[config.mk]
export PLATFORM = sky130hd
export DESIGN_NAME = video_timing
export DESIGN_NICKNAME = d
export VERILOG_FILES = /design/src/rtl/video_timing_pkg.sv /design/src/rtl/video_timing_delay.sv /design/src/rtl/video_timing.sv
export SDC_FILE = /design/constraint.sdc
export NUM_CORES = 1
export LEC_CHECK = 0
export BUFFER_PORTS_ARGS = -buffer_cell sky130_fd_sc_hd__buf_2
export CORE_MARGIN = 2
export CORE_UTILIZATION = 44
export CTS_BUF_LIST = sky130_fd_sc_hd__clkbuf_8 sky130_fd_sc_hd__clkbuf_16
export DETAILED_ROUTE_END_ITERATION = 10
export PLACE_DENSITY = 0.75
export SLEW_MARGIN = 10
export SYNTH_ARGS = -nofsm -noshare
export SYNTH_HDL_FRONTEND = slang
export SYNTH_SLANG_ARGS = --single-unit
[constraint.sdc]
create_clock -name pxl_clk -period 2.3 [get_ports pxl_clk]
set_clock_uncertainty 0.15 [all_clocks]
set_input_delay 0.46 -clock pxl_clk [delete_from_list [all_inputs] [get_ports pxl_clk]]
set_output_delay 0.46 -clock pxl_clk [all_outputs]
set_load 0.02 [all_outputs]
[src/rtl/video_timing_pkg.sv]
// Shared mode constants, colour type and test-pattern bar table for the video timing generator.
package video_timing_pkg;

  // 640x480@60, 800x525 total
  localparam int unsigned ModeHActive = 640;
  localparam int unsigned ModeHFp     = 16;
  localparam int unsigned ModeHSync   = 96;
  localparam int unsigned ModeHBp     = 48;
  localparam int unsigned ModeVActive = 480;
  localparam int unsigned ModeVFp     = 10;
  localparam int unsigned ModeVSync   = 2;
  localparam int unsigned ModeVBp     = 33;
  localparam logic        ModeHPol    = 1'b0;
  localparam logic        ModeVPol    = 1'b0;

  typedef struct packed {
    logic [7:0] r;
    logic [7:0] g;
    logic [7:0] b;
  } rgb_t;

  localparam int unsigned NumBars = 8;

  // Left to right: white, yellow, cyan, green, magenta, red, blue, black
  localparam rgb_t BarColour [NumBars] = '{
    24'hFFFFFF, 24'hFFFF00, 24'h00FFFF, 24'h00FF00,
    24'hFF00FF, 24'hFF0000, 24'h0000FF, 24'h000000
  };

endpackage

[src/rtl/video_timing_delay.sv]
// Parameterized shift register with synchronous active-low reset to a fixed value.
module pipe_delay #(
  parameter int unsigned      WIDTH = 1,
  parameter int unsigned      DEPTH = 1,
  parameter logic [WIDTH-1:0] RESET = '0
) (
  input  logic             clk_i,
  input  logic             rst_ni,
  input  logic [WIDTH-1:0] d_i,
  output logic [WIDTH-1:0] q_o
);

  for (genvar i = 0; i < DEPTH; i++) begin : g_stage
    logic [WIDTH-1:0] stage_d;
    logic [WIDTH-1:0] stage_q;

    if (i == 0) begin : g_head
      assign stage_d = d_i;
    end else begin : g_tail
      assign stage_d = g_stage[i-1].stage_q;
    end

    always_ff @(posedge clk_i) begin
      if (!rst_ni) begin
        stage_q <= RESET;
      end else begin
        stage_q <= stage_d;
      end
    end
  end

  assign q_o = g_stage[DEPTH-1].stage_q;

endmodule

[src/rtl/video_timing.sv]
// Raster timing generator with shader coordinate output and latency-matched video return.
// Define VIDEO_TIMING_TEST_PATTERN_EN to replace shader colour with 8 vertical colour bars.
module video_timing
  import video_timing_pkg::*;
#(
  parameter int unsigned H_ACTIVE = ModeHActive,
  parameter int unsigned H_FP     = ModeHFp,
  parameter int unsigned H_SYNC   = ModeHSync,
  parameter int unsigned H_BP     = ModeHBp,
  parameter int unsigned V_ACTIVE = ModeVActive,
  parameter int unsigned V_FP     = ModeVFp,
  parameter int unsigned V_SYNC   = ModeVSync,
  parameter int unsigned V_BP     = ModeVBp,
  parameter logic        H_POL    = ModeHPol,
  parameter logic        V_POL    = ModeVPol,
  parameter int unsigned PIX_LAT  = 1
) (
  input  logic        pxl_clk,
  input  logic        rst_n,
  output logic [9:0]  x,
  output logic [9:0]  y,
  input  logic [7:0]  r,
  input  logic [7:0]  g,
  input  logic [7:0]  b,
  output logic        vid_de,
  output logic        vid_hsync,
  output logic        vid_vsync,
  output logic [23:0] vid_rgb,
  output logic        vid_sof
);

  localparam int unsigned H_TOTAL  = H_ACTIVE + H_FP + H_SYNC + H_BP;
  localparam int unsigned V_TOTAL  = V_ACTIVE + V_FP + V_SYNC + V_BP;
  localparam int unsigned HW       = $clog2(H_TOTAL);
  localparam int unsigned VW       = $clog2(V_TOTAL);
  localparam int unsigned PayloadW = 14;

  logic [HW-1:0] h_cnt_q, h_cnt_d;
  logic [VW-1:0] v_cnt_q, v_cnt_d;
  logic          active, hs, vs, sof;

  always_comb begin
    h_cnt_d = h_cnt_q + HW'(1);
    v_cnt_d = v_cnt_q;
    if (h_cnt_q == HW'(H_TOTAL - 1)) begin
      h_cnt_d = '0;
      v_cnt_d = (v_cnt_q == VW'(V_TOTAL - 1)) ? '0 : v_cnt_q + VW'(1);
    end
  end

  always_ff @(posedge pxl_clk) begin
    if (!rst_n) begin
      h_cnt_q <= '0;
      v_cnt_q <= '0;
    end else begin
      h_cnt_q <= h_cnt_d;
      v_cnt_q <= v_cnt_d;
    end
  end

  assign active = (h_cnt_q < HW'(H_ACTIVE)) && (v_cnt_q < VW'(V_ACTIVE));
  assign hs     = (h_cnt_q >= HW'(H_ACTIVE + H_FP)) &&
                  (h_cnt_q <  HW'(H_ACTIVE + H_FP + H_SYNC));
  assign vs     = (v_cnt_q >= VW'(V_ACTIVE + V_FP)) &&
                  (v_cnt_q <  VW'(V_ACTIVE + V_FP + V_SYNC));
  assign sof    = (h_cnt_q == '0) && (v_cnt_q == '0);

  // Blanked coordinates read as 0 so the shader never sees an out-of-range position
  assign x = active ? 10'(h_cnt_q) : '0;
  assign y = active ? 10'(v_cnt_q) : '0;

  logic [PayloadW-1:0] pipe_in, pipe_out;
  logic                del_active, del_hs, del_vs, del_sof;
  logic [9:0]          del_x;

  assign pipe_in = {active, hs, vs, sof, x};

  pipe_delay #(
    .WIDTH (PayloadW),
    .DEPTH (PIX_LAT),
    .RESET (PayloadW'(0))
  ) u_pipe (
    .clk_i  (pxl_clk),
    .rst_ni (rst_n),
    .d_i    (pipe_in),
    .q_o    (pipe_out)
  );

  assign {del_active, del_hs, del_vs, del_sof, del_x} = pipe_out;

  rgb_t pix;

`ifdef VIDEO_TIMING_TEST_PATTERN_EN
  localparam int unsigned BarW = H_ACTIVE / NumBars;
  logic [2:0] bar_idx;
  logic       unused_shader;
  assign bar_idx       = 3'(del_x / 10'(BarW));
  assign pix           = BarColour[bar_idx];
  assign unused_shader = ^{r, g, b};
`else
  logic unused_del_x;
  assign pix          = {r, g, b};
  assign unused_del_x = ^del_x;
`endif

  logic vid_de_q, vid_hsync_q, vid_vsync_q, vid_sof_q;
  rgb_t vid_rgb_q;

  always_ff @(posedge pxl_clk) begin
    if (!rst_n) begin
      vid_de_q    <= 1'b0;
      vid_hsync_q <= ~H_POL;
      vid_vsync_q <= ~V_POL;
      vid_rgb_q   <= '0;
      vid_sof_q   <= 1'b0;
    end else begin
      vid_de_q    <= del_active;
      vid_hsync_q <= del_hs ? H_POL : ~H_POL;
      vid_vsync_q <= del_vs ? V_POL : ~V_POL;
      vid_rgb_q   <= del_active ? pix : '0;
      vid_sof_q   <= del_sof;
    end
  end

  assign vid_de    = vid_de_q;
  assign vid_hsync = vid_hsync_q;
  assign vid_vsync = vid_vsync_q;
  assign vid_rgb   = vid_rgb_q;
  assign vid_sof   = vid_sof_q;

endmodule

==> results by group <==
Run status
  • Status: complete, no violations

Power
  • Total power: 0.00160 W
  • Leakage: 1.28 nW
  • Switching Share: 0.250
  • Internal power: 0.00120 W
  • Clock power frac: 0.338
  • P_sw: 0.000401 W
  • Reg power frac: 0.586
  • Comb power frac: 0.076
  • Worst VDD drop: 224 uV
  • Power density over cell area: 612 nW/um^2

Cells and area
  • Fin cells: 348
  • Commonest non-fill, non-tap cell in the layout: buf_2
  • Ratio of cells with drive above 1 in the final layout: 0.351
  • Most frequent cells in the layout: 70 x buf_2, 47 x dfxtp_1, 27 x and3_1, 25 x and2_1, 16 x nor2_1
  • Area growth, synth to finish: 27.9%
  • Ant. Diodes: 0
  • Post-layout nets: 325

Floorplan
  • IO Count: 74
  • Die area: 5220 sq um
  • Die height: 72.3 microns
  • Placement Rows: 24
  • Chip Width: 72.3 microns
  • Core region area: 4410 sq um
  • Initial cell density of the core: 0.464

Worst hold path
  • Hold Path Class: register to register
  • Hold Path Origin: u_pipe.q_o[12]

Routing
  • Vias per cell: 4.96
  • DRC Markers: 0
  • Wire per inst: 12.7 microns
  • Vias: 1725
  • Routed Antenna Nets: 0
  • Pre-Repair DR Iteration Count: 4
  • Total wire length: 4410 microns
  • Initial detailed-routing violation count: 118

Global routing
  • Gr ovfl total: 0
  • Largest net degree at the start of global routing: 26
  • Number of global-route vias before repair: 1594
  • GRT Total Usage: 0.173
  • First-pass GRT wire length: 7070 microns
  • Initial antenna violation count: 0

Critical path
  • Worst Setup SP: v_cnt_q[6]
  • Crit path DAT: 1.59 ns
  • CP Class: register to output pin
  • Critical Path RT: 1.69 ns
  • Crit Path Max Fanout: 7
  • R2R Setup Slk: 0.14 ns
  • Startpoint Class: register
  • Reg-to-Reg Start: h_cnt_q[5]
  • Critical Path End Type: output pin

Timing
  • Final setup violation count: 0
  • Measured slew at the worst slew-check pin: 0.628 ns
  • Fin worst setup slack: 0.0979 ns
  • Final hold violations: 0
  • RSZ-0062 raised after global routing: false
  • Max-slew headroom: 0.581
  • Slew Viols, Final: 0
  • Ratio of final minimum period to clock period: 0.957
  • Max Freq: 454 MHz
  • Setup_tns: 0 ns
  • Minimum clock period: 2.20 ns

Placement
  • Port buffer count: 72
  • RD Place Congestion: 0.841
  • Cell Count Post-Placement: 340
  • Worst slack, placed: 0.0849 ns
  • DP Wirelength: 3270 microns

CTS
  • CTS tree: done
  • TritonCTS buffer count: 5
  • CTS max path bufs: 2
  • Number of hold buffers added after CTS: 0
  • Clock Latency Late Sink: 0.31 ns
  • CTS sink cnt: 52
  • Root buffer cell: clkbuf_8
  • Worst-path clk slew: 0.10 ns
  • H-Tree Depth: 2

Synthesis
  • Top cell type's share of synthesized area: 0.508
  • Post-Syn Instances: 219
  • Seq cells post-synth: 52
  • Netlist Area Pre-Place: 2050 sq um
  • Syn avg cell area: 9.36 sq um
  • Synthesis warning total: 0
  • Seq/Total Area, Yosys: 0.508
  • Post-synth cell types: 32
  • Largest cells by area after synthesis: dfxtp_1 51%, and3_1 8.2%, and2_1 7.6%
  • Yosys top cell by area: dfxtp_1
  • Syn nets: 249

Job
  • Number of max-cap violations: 0
-- routing by layer --
layer,global-route usage,vias up,routed length (microns)
li1,-,889,-
met1,0.199,786,1920
met2,0.308,44,2180
met3,0.0444,6,237
met4,0.0650,0,70
met5,0,-,0
-- cells in the mapped netlist --
cell / instances
buf_4: 1
nor2_1: 16
nand4_1: 3
o31ai_1: 2
nor3_1: 3
conb_1: 1
nand3_1: 9
ha_1: 4
xor2_1: 4
nor4_1: 4
o21ai_0: 4
or4b_2: 1
a21boi_1: 1
or4b_4: 1
buf_6: 1
and3b_1: 1
nand4bb_1: 1
buf_2: 1
dfxtp_1: 52
inv_1: 7
nand4b_1: 2
a21oi_1: 4
clkbuf_1: 12
or4_1: 5
xnor2_1: 8
nand2_1: 11
and2_1: 25
or3_1: 5
and3_1: 27
nor4b_1: 1
o31ai_2: 1
mux2i_1: 1
-- layout make-up --
cell class | instances | area, sq um
fill | 397 | 1790
inverter | 7 | 26.3
sequential | 52 | 1050
multi-input combinational | 145 | 927
clock buffer | 5 | 68.8
tap | 52 | 65.1
timing repair buffer | 84 | 459
clock inverter | 3 | 27.5
-- power groups by stage --
stage,clock network (W),logic (W),registers (W)
3_5_place_dp,0,0.000124,0.000961
5_1_grt,0.000583,0.000134,0.000943
6_report,0.000542,0.000123,0.000939
2_1_floorplan,0,0.0000480,0.000982
3_3_place_gp,0,0.000122,0.000959
4_1_cts,0.000553,0.000124,0.000939
-- timing repair --
item                       4_1_cts  5_1_grt
setup endpoints to repair        0       21
setup buffers                    0        0
resized for setup                0       13
-- flip-flops by register name, indices dropped and copies added, names as in the netlist --
signal,count
h_cnt_q,10
vid_hsync,1
u_pipe.q_o,4
vid_rgb,24
vid_de,1
vid_vsync,1
vid_sof,1
v_cnt_q,10
-- cells by family after synthesis --
group / count (synthesis) / synth area share
muxes: 1 / 0.00488
buffers and inverters: 22 / 0.0464
adders and majority gates: 4 / 0.0244
and+or+nand+nor: 115 / 0.327
other: 1 / 0.00183
DFF: 52 / 0.508
AOI/OAI and AO/OA: 12 / 0.0366
xor gates and xnor gates: 12 / 0.0513
-- worst max-delay path, cell delays in order (launching register included) --
cell and delay, ns:
dfxtp_2 0.40, nand4_1 0.17, and3b_2 0.26, buf_4 0.15, and2_1 0.16, buf_2 0.16
-- per-stage QoR --
step                area (sq um)  utilization  hold WS (ns)
global placement            2500        0.565         0.195
global route                2620        0.594         0.226
floorplan                   2050            -         0.193
finish                      2620        0.594         0.219
CTS                         2590        0.587         0.220
detailed placement          2500        0.565         0.203
-- path summary, 6_finish.rpt --
check / endpoint / cells after the start
worst max-delay path: x[1] / 5
worst min-delay path: vid_hsync / 1
worst max register to register: v_cnt_q[7] / 4
worst min register to register: vid_hsync / 1
Note: power is estimated with default switching activity, not from simulation.
